<file path="config.mk">
export PLATFORM = sky130hd
export DESIGN_NAME = pipe_stage_skid
export DESIGN_NICKNAME = d
export VERILOG_FILES = /design/src/rtl/pipe_pkg.sv /design/src/rtl/pipe_stage_slot.sv /design/src/rtl/pipe_stage_skid.sv
export SDC_FILE = /design/constraint.sdc
export NUM_CORES = 1
export LEC_CHECK = 0
export ABC_CLOCK_PERIOD_IN_PS = 6700
export CAP_MARGIN = 20
export CORE_ASPECT_RATIO = 0.8
export CORE_UTILIZATION = 55
export CTS_CLUSTER_DIAMETER = 40
export CTS_CLUSTER_SIZE = 30
export DETAILED_ROUTE_END_ITERATION = 7
export PLACE_DENSITY = 0.95
export SETUP_SLACK_MARGIN = 0.15
export SYNTH_ARGS = -nofsm -noshare
export SYNTH_HDL_FRONTEND = slang
export SYNTH_SLANG_ARGS = --single-unit
export TNS_END_PERCENT = 100
</file>
<file path="constraint.sdc">
create_clock -name clk -period 6.7 [get_ports clk]
set_input_delay 1.34 -clock clk [delete_from_list [all_inputs] [get_ports clk]]
set_output_delay 1.34 -clock clk [all_outputs]
set_load 0.005 [all_outputs]
</file>
<file path="src/rtl/pipe_pkg.sv">
// Shared types and width helpers for the elastic pipeline stage.
package pipe_pkg;

    typedef enum logic [1:0] {
        EMPTY = 2'd0,
        ONE   = 2'd1,
        FULL  = 2'd2
    } stage_state_t;

    function automatic int entry_width(input int ctrl_w, input int addr_w,
                                       input int num_data, input int data_w);
        return ctrl_w + addr_w + num_data * data_w;
    endfunction

    function automatic logic [1:0] occupancy_of(input stage_state_t s);
        logic [1:0] occ;
        occ = 2'd0;
        case (s)
            EMPTY:   occ = 2'd0;
            ONE:     occ = 2'd1;
            FULL:    occ = 2'd2;
            default: occ = 2'd0;
        endcase
        return occ;
    endfunction

endpackage

</file>
<file path="src/rtl/pipe_stage_slot.sv">
// Load-enable register holding one packed pipeline entry; clears on synchronous reset.
module pipe_stage_slot #(
    parameter int W = 8
) (
    input  logic         clk,
    input  logic         rst,
    input  logic         load,
    input  logic [W-1:0] d,
    output logic [W-1:0] q
);

    logic [W-1:0] data_q;

    always_ff @(posedge clk) begin
        if (rst) begin
            data_q <= '0;
        end else if (load) begin
            data_q <= d;
        end
    end

    assign q = data_q;

endmodule

</file>
<file path="src/rtl/pipe_stage_skid.sv">
// Elastic pipeline stage with a 2-entry skid buffer, flush and bubble control-zeroing.
// Optional stall/flush counters are built when PIPE_STAGE_PERF_EN is defined.
module pipe_stage_skid
    import pipe_pkg::*;
#(
    parameter int DATA_W   = 32,
    parameter int NUM_DATA = 3,
    parameter int CTRL_W   = 8,
    parameter int ADDR_W   = 5,
    parameter int CNT_W    = 16
) (
    input  logic                       clk,
    input  logic                       rst,
    input  logic                       in_valid,
    output logic                       in_ready,
    input  logic [CTRL_W-1:0]          in_ctrl,
    input  logic [ADDR_W-1:0]          in_rd,
    input  logic [NUM_DATA*DATA_W-1:0] in_data,
    input  logic                       flush,
    output logic                       out_valid,
    input  logic                       out_ready,
    output logic [CTRL_W-1:0]          out_ctrl,
    output logic [ADDR_W-1:0]          out_rd,
    output logic [NUM_DATA*DATA_W-1:0] out_data,
    output logic [1:0]                 occupancy
`ifdef PIPE_STAGE_PERF_EN
    ,
    output logic [CNT_W-1:0]           stall_cnt,
    output logic [CNT_W-1:0]           flush_cnt
`endif
);

    localparam int DW      = NUM_DATA * DATA_W;
    localparam int ENTRY_W = entry_width(CTRL_W, ADDR_W, NUM_DATA, DATA_W);

    stage_state_t       state_q, state_d;
    logic               in_fire, out_fire;
    logic               main_load, skid_load, main_sel_skid;
    logic [ENTRY_W-1:0] in_entry, main_d, main_q, skid_q;
    logic [CTRL_W-1:0]  main_ctrl;

    assign in_ready  = (state_q != FULL);
    assign out_valid = (state_q != EMPTY);
    assign in_fire   = in_valid & in_ready;
    assign out_fire  = out_valid & out_ready;
    assign occupancy = occupancy_of(state_q);

    assign in_entry = {in_ctrl, in_rd, in_data};
    assign main_d   = main_sel_skid ? skid_q : in_entry;

    always_ff @(posedge clk) begin
        if (rst) begin
            state_q <= EMPTY;
        end else begin
            state_q <= state_d;
        end
    end

    always_comb begin
        state_d       = state_q;
        main_load     = 1'b0;
        skid_load     = 1'b0;
        main_sel_skid = 1'b0;
        case (state_q)
            EMPTY: begin
                if (in_fire) begin
                    main_load = 1'b1;
                    state_d   = ONE;
                end
            end
            ONE: begin
                if (in_fire && !out_fire) begin
                    skid_load = 1'b1;
                    state_d   = FULL;
                end else if (!in_fire && out_fire) begin
                    state_d = EMPTY;
                end else if (in_fire && out_fire) begin
                    main_load = 1'b1;
                end
            end
            FULL: begin
                if (out_fire) begin
                    main_load     = 1'b1;
                    main_sel_skid = 1'b1;
                    state_d       = ONE;
                end
            end
            default: state_d = EMPTY;
        endcase
        // Squashed entries are never written, so out_rd/out_data keep the last real entry.
        if (flush) begin
            state_d   = EMPTY;
            main_load = 1'b0;
            skid_load = 1'b0;
        end
    end

    pipe_stage_slot #(.W(ENTRY_W)) u_main_slot (
        .clk  (clk),
        .rst  (rst),
        .load (main_load),
        .d    (main_d),
        .q    (main_q)
    );

    pipe_stage_slot #(.W(ENTRY_W)) u_skid_slot (
        .clk  (clk),
        .rst  (rst),
        .load (skid_load),
        .d    (in_entry),
        .q    (skid_q)
    );

    assign main_ctrl = main_q[ENTRY_W-1 -: CTRL_W];
    assign out_rd    = main_q[DW +: ADDR_W];
    assign out_data  = main_q[DW-1:0];

    // A bubble must never carry write enables downstream.
    genvar gi;
    generate
        for (gi = 0; gi < CTRL_W; gi++) begin : g_ctrl_gate
            assign out_ctrl[gi] = main_ctrl[gi] & out_valid;
        end
    endgenerate

`ifdef PIPE_STAGE_PERF_EN
    logic             stall_evt, flush_evt;
    logic [CNT_W-1:0] stall_cnt_q, flush_cnt_q;

    assign stall_evt = out_valid & ~out_ready;
    assign flush_evt = flush & ((state_q != EMPTY) | in_fire);

    always_ff @(posedge clk) begin
        if (rst) begin
            stall_cnt_q <= '0;
            flush_cnt_q <= '0;
        end else begin
            if (stall_evt && !(&stall_cnt_q)) begin
                stall_cnt_q <= stall_cnt_q + 1'b1;
            end
            if (flush_evt && !(&flush_cnt_q)) begin
                flush_cnt_q <= flush_cnt_q + 1'b1;
            end
        end
    end

    assign stall_cnt = stall_cnt_q;
    assign flush_cnt = flush_cnt_q;
`endif

endmodule

</file>
== Yosys cells after proc, flatten, opt, wreduce, memory -nomap -nowiden ==
Cells that the tools add are included.
W data, S select, Z words.

* Bits in registers: 220
* Input bits: 114
* Output and inout bits: 113
* Word-level logic and storage cells: 46

* Eq/ne operators: 6
* Mux-type cells: 18
* Bitwise operators: 10
* Reduce and logical (&&, ||, !) cells: 9

{| class="wikitable"
|+ Operators by type and width
! cell !! number
|-
| $mux W109 || 1
|-
| $and A1 B1 Y1 || 10
|-
| $mux W1 || 10
|-
| $mux W2 || 4
|-
| $ne A2 B2 Y1 const B || 3
|-
| $pmux W2 S3 || 1
|-
| $pmux W2 S2 || 1
|-
| $logic_and A1 B1 Y1 || 3
|-
| $ne A3 B3 Y1 const B || 1
|-
| $pmux W1 S3 || 1
|-
| $reduce_and A3 Y1 || 1
|-
| $eq A2 B1 Y1 const B || 1
|-
| $eq A2 B2 Y1 const B || 1
|-
| $logic_not A1 Y1 || 2
|-
| $logic_not A2 Y1 || 1
|-
| $reduce_bool A2 Y1 || 1
|-
| $reduce_or A2 Y1 || 1
|}

== Logic depth before layout (Yosys ltp) ==
* Depth in word-level cells: 8
* Gate-level depth with buffers: 11
* Mapped depth without buffers: 7

== Cells and area by module ==
From an unflattened synthesis, not the netlist that was laid out.

* Cell total of the unflattened synthesis: 858
* Area, all modules: 9253.9 sq um

{| class="wikitable"
|+ Modules (own cells, without submodules)
! module !! instances !! cells each !! area each (sq um) !! seq. area each (sq um)
|-
| pipe_stage_slot || 2 || 351 || 3832.4 || 2182.1
|-
| pipe_stage_skid || 1 || 156 || 1589.0 || 40.0
|}

== Least setup slack after synthesis ==
Ideal clock, no wire load.

* Kind: input to register
* Start point: input port out_ready
* End point: register u_main_slot.data_q[63], in the netlist u_main_slot.q[63]
* Setup time: 0.119 ns
* Arrival: 2.622 ns
* Data required time: 6.581 ns
* Slack: 3.960 ns
* Stages: 8
* Buffers on the path: 3
* Cell sequence: nor2b_1 > ha_1 > mux2i_1 > or3_1 > buf_6 > buf_6 > buf_6 > o221a_1

* Word-level cells in the longest chain between the ends: 7
* Elaborated cells on any way between the ends: 13
* Classes of those cells: mux (8); bitwise (1); reduce/logical (4)

{| class="wikitable"
|+ RTL lines
! element !! RTL line !! source
|-
| start, declared || pipe_stage_skid.sv:21 || <nowiki>input logic out_ready,</nowiki>
|-
| $and A1 B1 Y1 (*) || pipe_stage_skid.sv:45 || <nowiki>assign out_fire = out_valid & out_ready;</nowiki>
|-
| $logic_and A1 B1 Y1 || pipe_stage_skid.sv:77 || <nowiki>end else if (in_fire && out_fire) begin</nowiki>
|-
| $mux W1 || pipe_stage_skid.sv:77 ||
|-
| $mux W1 || pipe_stage_skid.sv:75 || <nowiki>end else if (!in_fire && out_fire) begin</nowiki>
|-
| $mux W1 || pipe_stage_skid.sv:72 || <nowiki>if (in_fire && !out_fire) begin</nowiki>
|-
| $pmux W1 S3 || pipe_stage_skid.sv:64 || <nowiki>case (state_q)</nowiki>
|-
| $mux W1 || pipe_stage_skid.sv:91 || <nowiki>if (flush) begin</nowiki>
|-
| end signal, assigned || pipe_stage_slot.sv:16 || <nowiki>data_q <= '0;</nowiki>
|-
| end signal, assigned || pipe_stage_slot.sv:18 || <nowiki>data_q <= d;</nowiki>
|-
| end, declared || pipe_stage_slot.sv:12 || <nowiki>logic [W-1:0] data_q;</nowiki>
|}

Mark *: on every way between the ends. The rest lies on a longest branch, timed or not.
A chain may end at the register's enable or synchronous reset.

== Final worst setup path ==
* Start point: input port out_ready
* End point: register u_main_slot.data_q[35], in the netlist u_main_slot.q[35]

The elaborated chain is that of the path after synthesis.

==> run metrics <==
drt drc 0; Arr. time, crit path 4.14 ns; crit-path cells clkdlybuf4s50_1 > nor2b_1 > ha_1 > mux2i_1 > or3_4 > buf_4 > o221a_2; first-pass GRT wire length ~42000 µm; post-cts resize count 0; sequential-to-total area share from yosys stat around 43%; total number of vias between 8000 and 9000; nets ~1400; largest net degree at the start of global routing about 150; layout cell share with drive strength beyond 1 12.7%; Top-Level Pins 227; total grt overflow 0; CTS H-Tree Depth 1; Die Span Y 124 µm; CP required 7.16 ns; 1st-iter DRT viols approximately 710; Fmax achieved around 270 MHz; Final Hold Slack 0.453 ns; Die Wd 154 µm; CP max-delay cell or3_4; initial antenna violation count 1; initial core utilization 56.1%; GR Util All Layers 26.9%; WL per Instance about 17 µm; Worst path max stage delay 0.80 ns; Area growth, synth to finish 25.1%; Setup CP Type input port to register; via/cell ratio 5.87; Synth Instances 1213; RSZ-0062 raised after global routing no; mapped cell area 10200 µm²; clk buf depth 3; Setup Viol. Count Final 0; Reg clk slew, reported paths 0.06 ns; Crit path buffers/inverters 2; antenna-violating nets left 0; Tmin final approximately 3.7 ns; Warnings, synthesis 0; Final Max Tran Viols 0; crit path capture type register; status finished clean; final wirelength ~27000 µm; later-pin clock latency in the skew report 0.52 ns; VDD IR-drop max 0.202 mV; startpoint types input port; CTS tree done; vias in the first global route 8512; worst hold path class register to register; endpoints failing hold 0; most frequent cells in the layout clkdlybuf4s50_1 (224), inv_1 (221), dfxtp_1 (220); worst-path maximum fanout 74; final worst slack 3.02 ns; Row Count 44; hold buffers post-CTS 0; Slew HR roughly 27%; Num CTS Buffers 26; Slew @ Worst Pin 1.09 ns; core area between 15000 and 20000 µm²; clk sinks 220; Root Buffer Master clkbuf_16; Place WS around 2.6 ns; Setup Fix Bufs, Post-CTS 0; Lkg Pwr 0.00433 µW; Yosys reg bits 220; routability cong. 0.822; Netlist cell types 26; Max Cap Violations 0; I/O Buffers 226; leading cell type in the layout, fill and taps excluded clkdlybuf4s50_1; die area 19000 µm²; Cell Pwr Density 264 nW/µm²; post-route setup TNS 0 ns; Synthesized Nets between 1000 and 1500; Clock Skews 0.0138 ns; period utilization between 50 and 60%; Detailed Routing Iterations Pass 1 5; Syn Area/Cell 8.38 µm²; DP HPWL 16200 µm; CP top delay family buffers and inverters
[worst reg2reg max path, cell delays in order, from the launching register on]
cell and delay, ns:
dfxtp_1 0.46, nor2_1 0.69, nor2b_1 0.16, ha_1 0.22, mux2i_1 0.30, or3_4 0.80
buf_4 0.54, o221a_2 0.29
[cell families after synthesis]
group / Yosys count / synth area share, %
AND/OR/NAND/NOR: 239 / 9.25
adder cells (fa/ha/maj): 2 / 0.246
buffers and inverters: 420 / 19.9
multiplexers: 2 / 0.197
AO/OA/AOI/OAI: 330 / 27.1
flip-flops: 220 / 43.3
[synth_stat cells]
| cell type | n | area share, % |
|---|---|---|
| a21oi_1 | 109 | 5.4 |
| a221oi_1 | 109 | 9.4 |
| and2_1 | 1 | 0.062 |
| buf_1 | 7 | 0.26 |
| buf_2 | 29 | 1.4 |
| buf_4 | 103 | 7.6 |
| buf_6 | 3 | 0.33 |
| clkbuf_1 | 57 | 2.1 |
| dfxtp_1 | 220 | 43 |
| ha_1 | 2 | 0.25 |
| inv_1 | 221 | 8.2 |
| mux2i_1 | 2 | 0.20 |
| nand2_1 | 218 | 8.1 |
| nand2b_1 | 1 | 0.062 |
| nand3b_1 | 2 | 0.15 |
| nand4bb_1 | 1 | 0.11 |
| nor2_1 | 9 | 0.33 |
| nor2b_1 | 2 | 0.12 |
| nor3_1 | 2 | 0.098 |
| nor4bb_1 | 2 | 0.20 |
| o21a_1 | 1 | 0.074 |
| o21ai_2 | 1 | 0.086 |
| o221a_1 | 10 | 1.1 |
| o221a_2 | 99 | 11 |
| o22a_1 | 1 | 0.086 |
| or3_1 | 1 | 0.062 |
[metal layers]
metal,share of wire [%],global-route usage (%)
met5,0,0
met1,40,33.0
met2,49,47.1
met4,3.1,10.9
met3,7.7,5.01
[state kept, by name, indices dropped and copies added, names as in the netlist]
register / count
u_main_slot.q: 109
u_skid_slot.q: 109
state_q: 2
[where the power goes]
group          internal, µW  total, µW  switching, µW
Clock                   924       1570            648
Sequential             1360       1400           43.4
Combinational           211        376            165
[final cells by class]
type,instances,area (µm²)
antenna,1,2.50
clock buffer,30,707
clock inverter,18,287
fill,1322,5400
inverter,221,830
multi-input combinational,573,3800
sequential,220,4400
tap,230,288
timing repair buffer,238,2400
[metrics by stage]
| step | total power (µW) | area [µm²] | utilization [%] | instances |
|---|---|---|---|---|
| after floorplan | 1650 | 10200 | - | 1213 |
| after global placement | 1790 | 11600 | 64.3 | 1479 |
| after detailed placement | 1800 | 11700 | 64.6 | 1481 |
| after CTS | 3360 | 12700 | 70.0 | 1529 |
| after global routing | 3460 | 12700 | 70.2 | 1531 |
| final | 3350 | 12700 | 70.2 | 1531 |
[final timing paths]
| kind | from | endpoint | slack [ns] | cells after the start |
|---|---|---|---|---|
| setup / recovery | out_ready | u_main_slot.q[35] | 3.02 | 7 |
| hold / removal | u_skid_slot.q[87] | u_skid_slot.q[87] | 0.45 | 2 |
| setup reg to reg | state_q[1] | u_main_slot.q[35] | 3.18 | 7 |
| hold reg to reg | u_skid_slot.q[87] | u_skid_slot.q[87] | 0.45 | 2 |
No activity file was read; power rests on OpenSTA's default activity.
